**src/rtl/vend_pkg.sv**
```systemverilog
// Shared types and constants for the coin credit vending block.
package vend_pkg;

    localparam int CREDIT_W = 7;

    typedef logic [CREDIT_W-1:0] credit_t;
    // One bit wider than credit, so the overflow test on credit + coin is exact.
    typedef logic [CREDIT_W:0]   sum_t;

    localparam credit_t NICKEL_C  = credit_t'(5);
    localparam credit_t DIME_C    = credit_t'(10);
    localparam credit_t QUARTER_C = credit_t'(25);

    typedef enum logic [1:0] {
        IDLE    = 2'd0,
        COLLECT = 2'd1,
        VEND    = 2'd2,
        REFUND  = 2'd3
    } state_e;

    // Result of arbitrating the coin edges seen in one cycle.
    typedef struct packed {
        credit_t value;  // value of the highest coin, 0 if none
        logic    any;    // at least one coin edge
        logic    multi;  // more than one coin edge, so some were dropped
    } coin_pick_t;

    // Highest-value coin wins: quarter > dime > nickel.
    function automatic coin_pick_t pick_coin(input logic n, input logic d, input logic q);
        coin_pick_t p;
        p.any   = n | d | q;
        p.multi = (n & d) | (n & q) | (d & q);
        if (q)      p.value = QUARTER_C;
        else if (d) p.value = DIME_C;
        else if (n) p.value = NICKEL_C;
        else        p.value = '0;
        return p;
    endfunction

endpackage

```
**src/rtl/edge_detector.sv**
```systemverilog
// Registered rising-edge detector for one debounced level input.
// A level that rises before clock edge k gives a one-cycle pulse in the
// cycle after edge k. Both flops reset to 0, so a level held high through
// reset release yields exactly one pulse.
module edge_detector (
    input  logic clk,
    input  logic reset_n,
    input  logic level,
    output logic pulse
);

    logic sync_q, sync_d;
    logic prev_q, prev_d;

    // Sample the level, then keep last cycle's sample for comparison.
    always_comb begin
        sync_d = level;
        prev_d = sync_q;
    end

    // Sample and history registers.
    always_ff @(posedge clk or negedge reset_n) begin
        if (!reset_n) begin
            sync_q <= 1'b0;
            prev_q <= 1'b0;
        end else begin
            sync_q <= sync_d;
            prev_q <= prev_d;
        end
    end

    assign pulse = sync_q & ~prev_q;

endmodule

```
**src/rtl/coin_credit_fsm.sv**
```systemverilog
// Coin credit vending controller: accumulates nickel/dime/quarter credit,
// dispenses once credit reaches PRICE (returning the excess as change) and
// refunds the credit on a cancel edge.
// Optional feature: define COIN_TIMEOUT_EN to build an inactivity counter
// that auto-refunds after TIMEOUT_CYCLES idle cycles in COLLECT.
module coin_credit_fsm
    import vend_pkg::*;
#(
    parameter int PRICE          = 75,
    parameter int MAX_CREDIT     = 100,
    parameter int TIMEOUT_CYCLES = 1_000_000_000
) (
    input  logic                clk,
    input  logic                reset_n,
    input  logic                nickel,
    input  logic                dime,
    input  logic                quarter,
    input  logic                cancel,
    output logic [CREDIT_W-1:0] credit,
    output logic                dispense,
    output logic                refund,
    output logic [CREDIT_W-1:0] change_amount,
    output logic                coin_reject
);

    localparam credit_t PRICE_C   = credit_t'(PRICE);
    localparam sum_t    PRICE_S   = sum_t'(PRICE);
    localparam sum_t    MAX_CRD_S = sum_t'(MAX_CREDIT);

    logic nickel_p, dime_p, quarter_p, cancel_p;

    edge_detector u_ed_nickel  (.clk(clk), .reset_n(reset_n), .level(nickel),  .pulse(nickel_p));
    edge_detector u_ed_dime    (.clk(clk), .reset_n(reset_n), .level(dime),    .pulse(dime_p));
    edge_detector u_ed_quarter (.clk(clk), .reset_n(reset_n), .level(quarter), .pulse(quarter_p));
    edge_detector u_ed_cancel  (.clk(clk), .reset_n(reset_n), .level(cancel),  .pulse(cancel_p));

    state_e     state_q, state_d;
    credit_t    credit_q, credit_d;
    coin_pick_t pick;
    sum_t       sum_w;
    logic       fits;
    logic       timeout_hit;
    logic       coin_ok;

    assign pick  = pick_coin(nickel_p, dime_p, quarter_p);
    assign sum_w = {1'b0, credit_q} + {1'b0, pick.value};
    assign fits  = (sum_w <= MAX_CRD_S);

`ifdef COIN_TIMEOUT_EN
    localparam int TO_W = (TIMEOUT_CYCLES > 1) ? $clog2(TIMEOUT_CYCLES) : 1;
    typedef logic [TO_W-1:0] cnt_t;

    cnt_t idle_cnt_q, idle_cnt_d;

    // Inactivity count: cleared by any coin/cancel edge or outside COLLECT.
    always_comb begin
        if (state_q != COLLECT || pick.any || cancel_p)
            idle_cnt_d = '0;
        else
            idle_cnt_d = idle_cnt_q + cnt_t'(1);
    end

    // Inactivity counter register.
    always_ff @(posedge clk or negedge reset_n) begin
        if (!reset_n) idle_cnt_q <= '0;
        else          idle_cnt_q <= idle_cnt_d;
    end

    assign timeout_hit = (state_q == COLLECT) && !pick.any && !cancel_p &&
                         (idle_cnt_q == cnt_t'(TIMEOUT_CYCLES - 1));
`else
    // No counter: credit waits in COLLECT for ever. The comparison is never
    // true for a legal (positive) TIMEOUT_CYCLES.
    assign timeout_hit = (TIMEOUT_CYCLES < 0);
`endif

    // A coin is credited only from IDLE/COLLECT, when no refund is being
    // taken this cycle and it keeps credit within MAX_CREDIT. A cancel edge
    // in IDLE is ignored, so it does not block a coin there.
    assign coin_ok = pick.any && fits &&
                     ((state_q == IDLE) ||
                      (state_q == COLLECT && !cancel_p && !timeout_hit));

    // State and credit registers.
    always_ff @(posedge clk or negedge reset_n) begin
        if (!reset_n) begin
            state_q  <= IDLE;
            credit_q <= '0;
        end else begin
            state_q  <= state_d;
            credit_q <= credit_d;
        end
    end

    // Next state: refund beats coins in COLLECT; VEND/REFUND last one cycle.
    always_comb begin
        state_d  = state_q;
        credit_d = credit_q;
        case (state_q)
            IDLE, COLLECT: begin
                if (state_q == COLLECT && (cancel_p || timeout_hit)) begin
                    state_d = REFUND;
                end else if (coin_ok) begin
                    credit_d = sum_w[CREDIT_W-1:0];
                    state_d  = (sum_w >= PRICE_S) ? VEND : COLLECT;
                end
            end
            VEND, REFUND: begin
                state_d  = IDLE;
                credit_d = '0;
            end
            default: begin
                state_d  = IDLE;
                credit_d = '0;
            end
        endcase
    end

    // Outputs decoded from the current state; reset clears them at once.
    always_comb begin
        credit        = credit_q;
        dispense      = 1'b0;
        refund        = 1'b0;
        change_amount = '0;
        coin_reject   = pick.multi | (pick.any & ~coin_ok);
        case (state_q)
            VEND: begin
                dispense      = 1'b1;
                change_amount = credit_q - PRICE_C;
            end
            REFUND: begin
                refund        = 1'b1;
                change_amount = credit_q;
            end
            default: ;
        endcase
    end

endmodule

```
**config.mk**
```make
export PLATFORM = sky130hd
export DESIGN_NAME = coin_credit_fsm
export DESIGN_NICKNAME = d
export VERILOG_FILES = /design/src/rtl/vend_pkg.sv /design/src/rtl/edge_detector.sv /design/src/rtl/coin_credit_fsm.sv
export SDC_FILE = /design/constraint.sdc
export NUM_CORES = 1
export LEC_CHECK = 0
export ABC_AREA = 1
export CORE_MARGIN = 2
export CORE_UTILIZATION = 45
export DETAILED_ROUTE_END_ITERATION = 8
export GPL_ROUTABILITY_DRIVEN = 0
export PLACE_DENSITY_LB_ADDON = 0.05
export SLEW_MARGIN = 20
export SYNTH_ARGS = -nofsm -noshare
export SYNTH_HDL_FRONTEND = slang
export SYNTH_HIERARCHICAL = 1
export SYNTH_SLANG_ARGS = --single-unit
```
**constraint.sdc**
```tcl
create_clock -name clk -period 3.45 [get_ports clk]
set_input_delay 0.345 -clock clk [delete_from_list [all_inputs] [get_ports clk]]
set_output_delay 0.345 -clock clk [all_outputs]
set_load 0.005 [all_outputs]
```
==> flow_metrics.env <==
export IMPL_status="complete, no violations"
export IMPL_clk_pin_slew_ps=90
export IMPL_synth_nets=180
export IMPL_grt_start_max_net_pins=18
export IMPL_port_buffers=22
export IMPL_start_kind="flop"
export IMPL_power_w=0.00116
export IMPL_top_layer="met4"
export IMPL_firstDrtPassIters=4
export IMPL_grt_pass1_vias=1136
export IMPL_placed_area_sq_um=1450
export IMPL_synth_area_top_cells="dfrtp_1 35%, nand2_1 15%, nand3_1 7.5%"
export IMPL_crit_path_end_kind="output pin"
export IMPL_wl_mm=2.74
export IMPL_cts_buffers=3
export IMPL_powerDensity_nw_per_um2=776
export IMPL_grt_overflow=0
export IMPL_core_sq_um=2500
export IMPL_num_rows=18
export IMPL_post_dp_hpwl_mm=2.20
export IMPL_postLayoutSetupSlackWorst_ps=235
export IMPL_fin_setup_tns_ps=0
export IMPL_grt_pass1_wl_mm=4.91
export IMPL_ios=23
export IMPL_via_count=1112
export IMPL_worst_pin_slew_ps=747
export IMPL_synth_top_cell_by_area="dfrtp_1"
export IMPL_final_cells=222
export IMPL_drt_iter0_drc=19
export IMPL_required_ps=3110
export IMPL_wl_met3_microns=104
export IMPL_vdd_drop_max_uv=579
export IMPL_synth_top_area_share_pct=35.3
export IMPL_drc_errors=0
export IMPL_htree_levels=1
export IMPL_wl_met1_mm=1.28
export IMPL_vias_per_cell=5.01
export IMPL_area_growth_pct=24.2
export IMPL_netlist_area_sq_um=1200
export IMPL_final_cell_mix="47 x nand2_1, 22 x inv_1, 22 x clkdlybuf4s50_1, 18 x nand3_1, 17 x dfrtp_1"
export IMPL_met2_length_mm=1.33
export IMPL_leakagePower_nw=0.749
export IMPL_slew_violations=0
export IMPL_setup_viol=0
export IMPL_slew_headroom_pct=50.0
export IMPL_cts_root_buf="clkbuf_4"
export IMPL_post_cts_buffers=0
export IMPL_synthCells=167
export IMPL_die_x_microns=55.7
export IMPL_dp_cells=218
export IMPL_seq_area_frac_synth_pct=35.3
export IMPL_mostFrequentLayoutCell="nand2_1"
export IMPL_hp_class="reg2reg"
export IMPL_dp_slack_ps=448
export IMPL_start_util_pct=48.2
export IMPL_yosys_register_bits=17
export IMPL_clock_path_buffers=2
export IMPL_finClkSkew_ps=2.06
export IMPL_hold_viol_final=0
export IMPL_yosysWarnings=6
export IMPL_crit_fanout=11
export IMPL_n_antenna_cell=0
export IMPL_crit_type="reg2out"
export IMPL_synth_cell_type_count=24
export IMPL_cts_tree="done"
export IMPL_die_h_microns=55.7
export IMPL_grt_usage_pct=19.7
export IMPL_fin_nets=206
export IMPL_fillers=227
export IMPL_antenna_found_initial=0
export IMPL_max_clock_freq_ghz=0.311
export IMPL_wire_per_inst_microns=12.3
export IMPL_arrival_ps=2870
export IMPL_insertion_delay_ps=290
export IMPL_fin_crit_sh_pct=93.2
export IMPL_final_area_sq_um=1500
export IMPL_synth_area_per_cell_sq_um=7.22
export IMPL_period_needed_ps=3220
export IMPL_clock_sinks=17
export IMPL_postRouteAntennaNets=0
export IMPL_drive_gt1_share_pct=12.5
export IMPL_dieArea_sq_um=3110
export IMPL_maxCapViolations=0
## metal layers
| metal | up-vias | global-route usage (%) |
|---|---|---|
| met2 | 26 | 33.3 |
| met1 | 508 | 25.4 |
| met5 | - | 0 |
| li1 | 576 | - |
| met3 | 2 | 4.65 |
| met4 | 0 | 4.88 |
## logic make-up (layout without fill, tap and decap cells)
kind of cell | Yosys count | after routing | synth area share (%)
AO/OA/AOI/OAI | 21 | 21 | 9.24
XOR/XNOR | 1 | 1 | 0.727
adder cells (fa/ha/maj) | 7 | 7 | 7.89
buffers and inverters | 28 | 53 | 9.66
flip-flops | 17 | 17 | 35.3
AND/OR/NAND/NOR | 93 | 93 | 37.2
## registers in the layout (all words and copies together), names as in the netlist
name	count
u_ed_cancel/prev_d	1
u_ed_quarter/prev_d	1
u_ed_quarter/prev_q	1
u_ed_dime/prev_d	1
credit	7
u_ed_nickel/prev_q	1
u_ed_cancel/prev_q	1
state_q	2
u_ed_nickel/prev_d	1
u_ed_dime/prev_q	1
## Yosys cell counts (all sizes together)
| cell | n |
|---|---|
| a21oi | 7 |
| buf | 1 |
| clkinv | 2 |
| dfrtp | 17 |
| fa | 1 |
| ha | 6 |
| inv | 25 |
| nand2 | 53 |
| nand3 | 20 |
| nand3b | 1 |
| nand4 | 2 |
| nor2 | 16 |
| o21ai | 13 |
| o21bai | 1 |
| or2 | 1 |
| xor2 | 1 |
## worst paths after layout
kind                                                from                            to  slack (ps)  depth (start not counted)
max                        u_ed_quarter/prev_q$_DFF_PN0_                   coin_reject         230                         17
min                         u_ed_nickel/prev_d$_DFF_PN0_  u_ed_nickel/prev_q$_DFF_PN0_         390                          0
max reg2reg                 u_ed_nickel/prev_q$_DFF_PN0_         credit[1]$_DFFE_PN0P_        1120                         12
min reg2reg                 u_ed_nickel/prev_d$_DFF_PN0_  u_ed_nickel/prev_q$_DFF_PN0_         390                          0
max in group asynchronous                        reset_n    u_ed_dime/prev_d$_DFF_PN0_        2490                          1
min in group asynchronous                        reset_n         credit[5]$_DFFE_PN0P_         490                          1
## stage by stage
stage | utilization (%) | hold WS (ps)
4_1_cts | 59.0 | 387
5_1_grt | 59.9 | 395
3_3_place_gp | 57.9 | 355
3_5_place_dp | 57.9 | 364
6_report | 59.9 | 386
2_1_floorplan | - | 49.4
## power by group
group	switching [W]	internal [W]
sequential	0.0000876	0.000253
combinational	0.000398	0.000316
clock	0.0000607	0.0000450
total	0.000546	0.000615
## final cells by class
| cell class | count | area, sq um | area share, % |
|---|---|---|---|
| Clock buffer | 4 | 26.3 | 1.76 |
| Inverter | 27 | 101 | 6.77 |
| Multi-Input combinational cell | 122 | 686 | 45.8 |
| Sequential cell | 17 | 425 | 28.4 |
| Tap cell | 30 | 37.5 | 2.51 |
| Timing Repair Buffer | 22 | 220 | 14.7 |
## critical path, stage by stage, from the launching register on
cell and delay [ps]:
dfrtp_1 410, nor2_4 170, nor2_1 70, inv_2 100
nor2_1 50, ha_1 340, inv_1 90, nand2_2 70
nand3_1 100, nand2_1 60, nand2_1 100, nand2_1 90
inv_2 80, nand3_4 80, nand2_4 140, o21ai_2 70
nand2_1 60, clkdlybuf4s50_1 500
## repair_timing
item	in CTS	in global routing
resized for setup	0	7
hold endpoints to repair	0	0
endpoints found under the setup margin	0	1
hold buffers	0	0
Note: power is estimated with default switching activity, not from simulation.
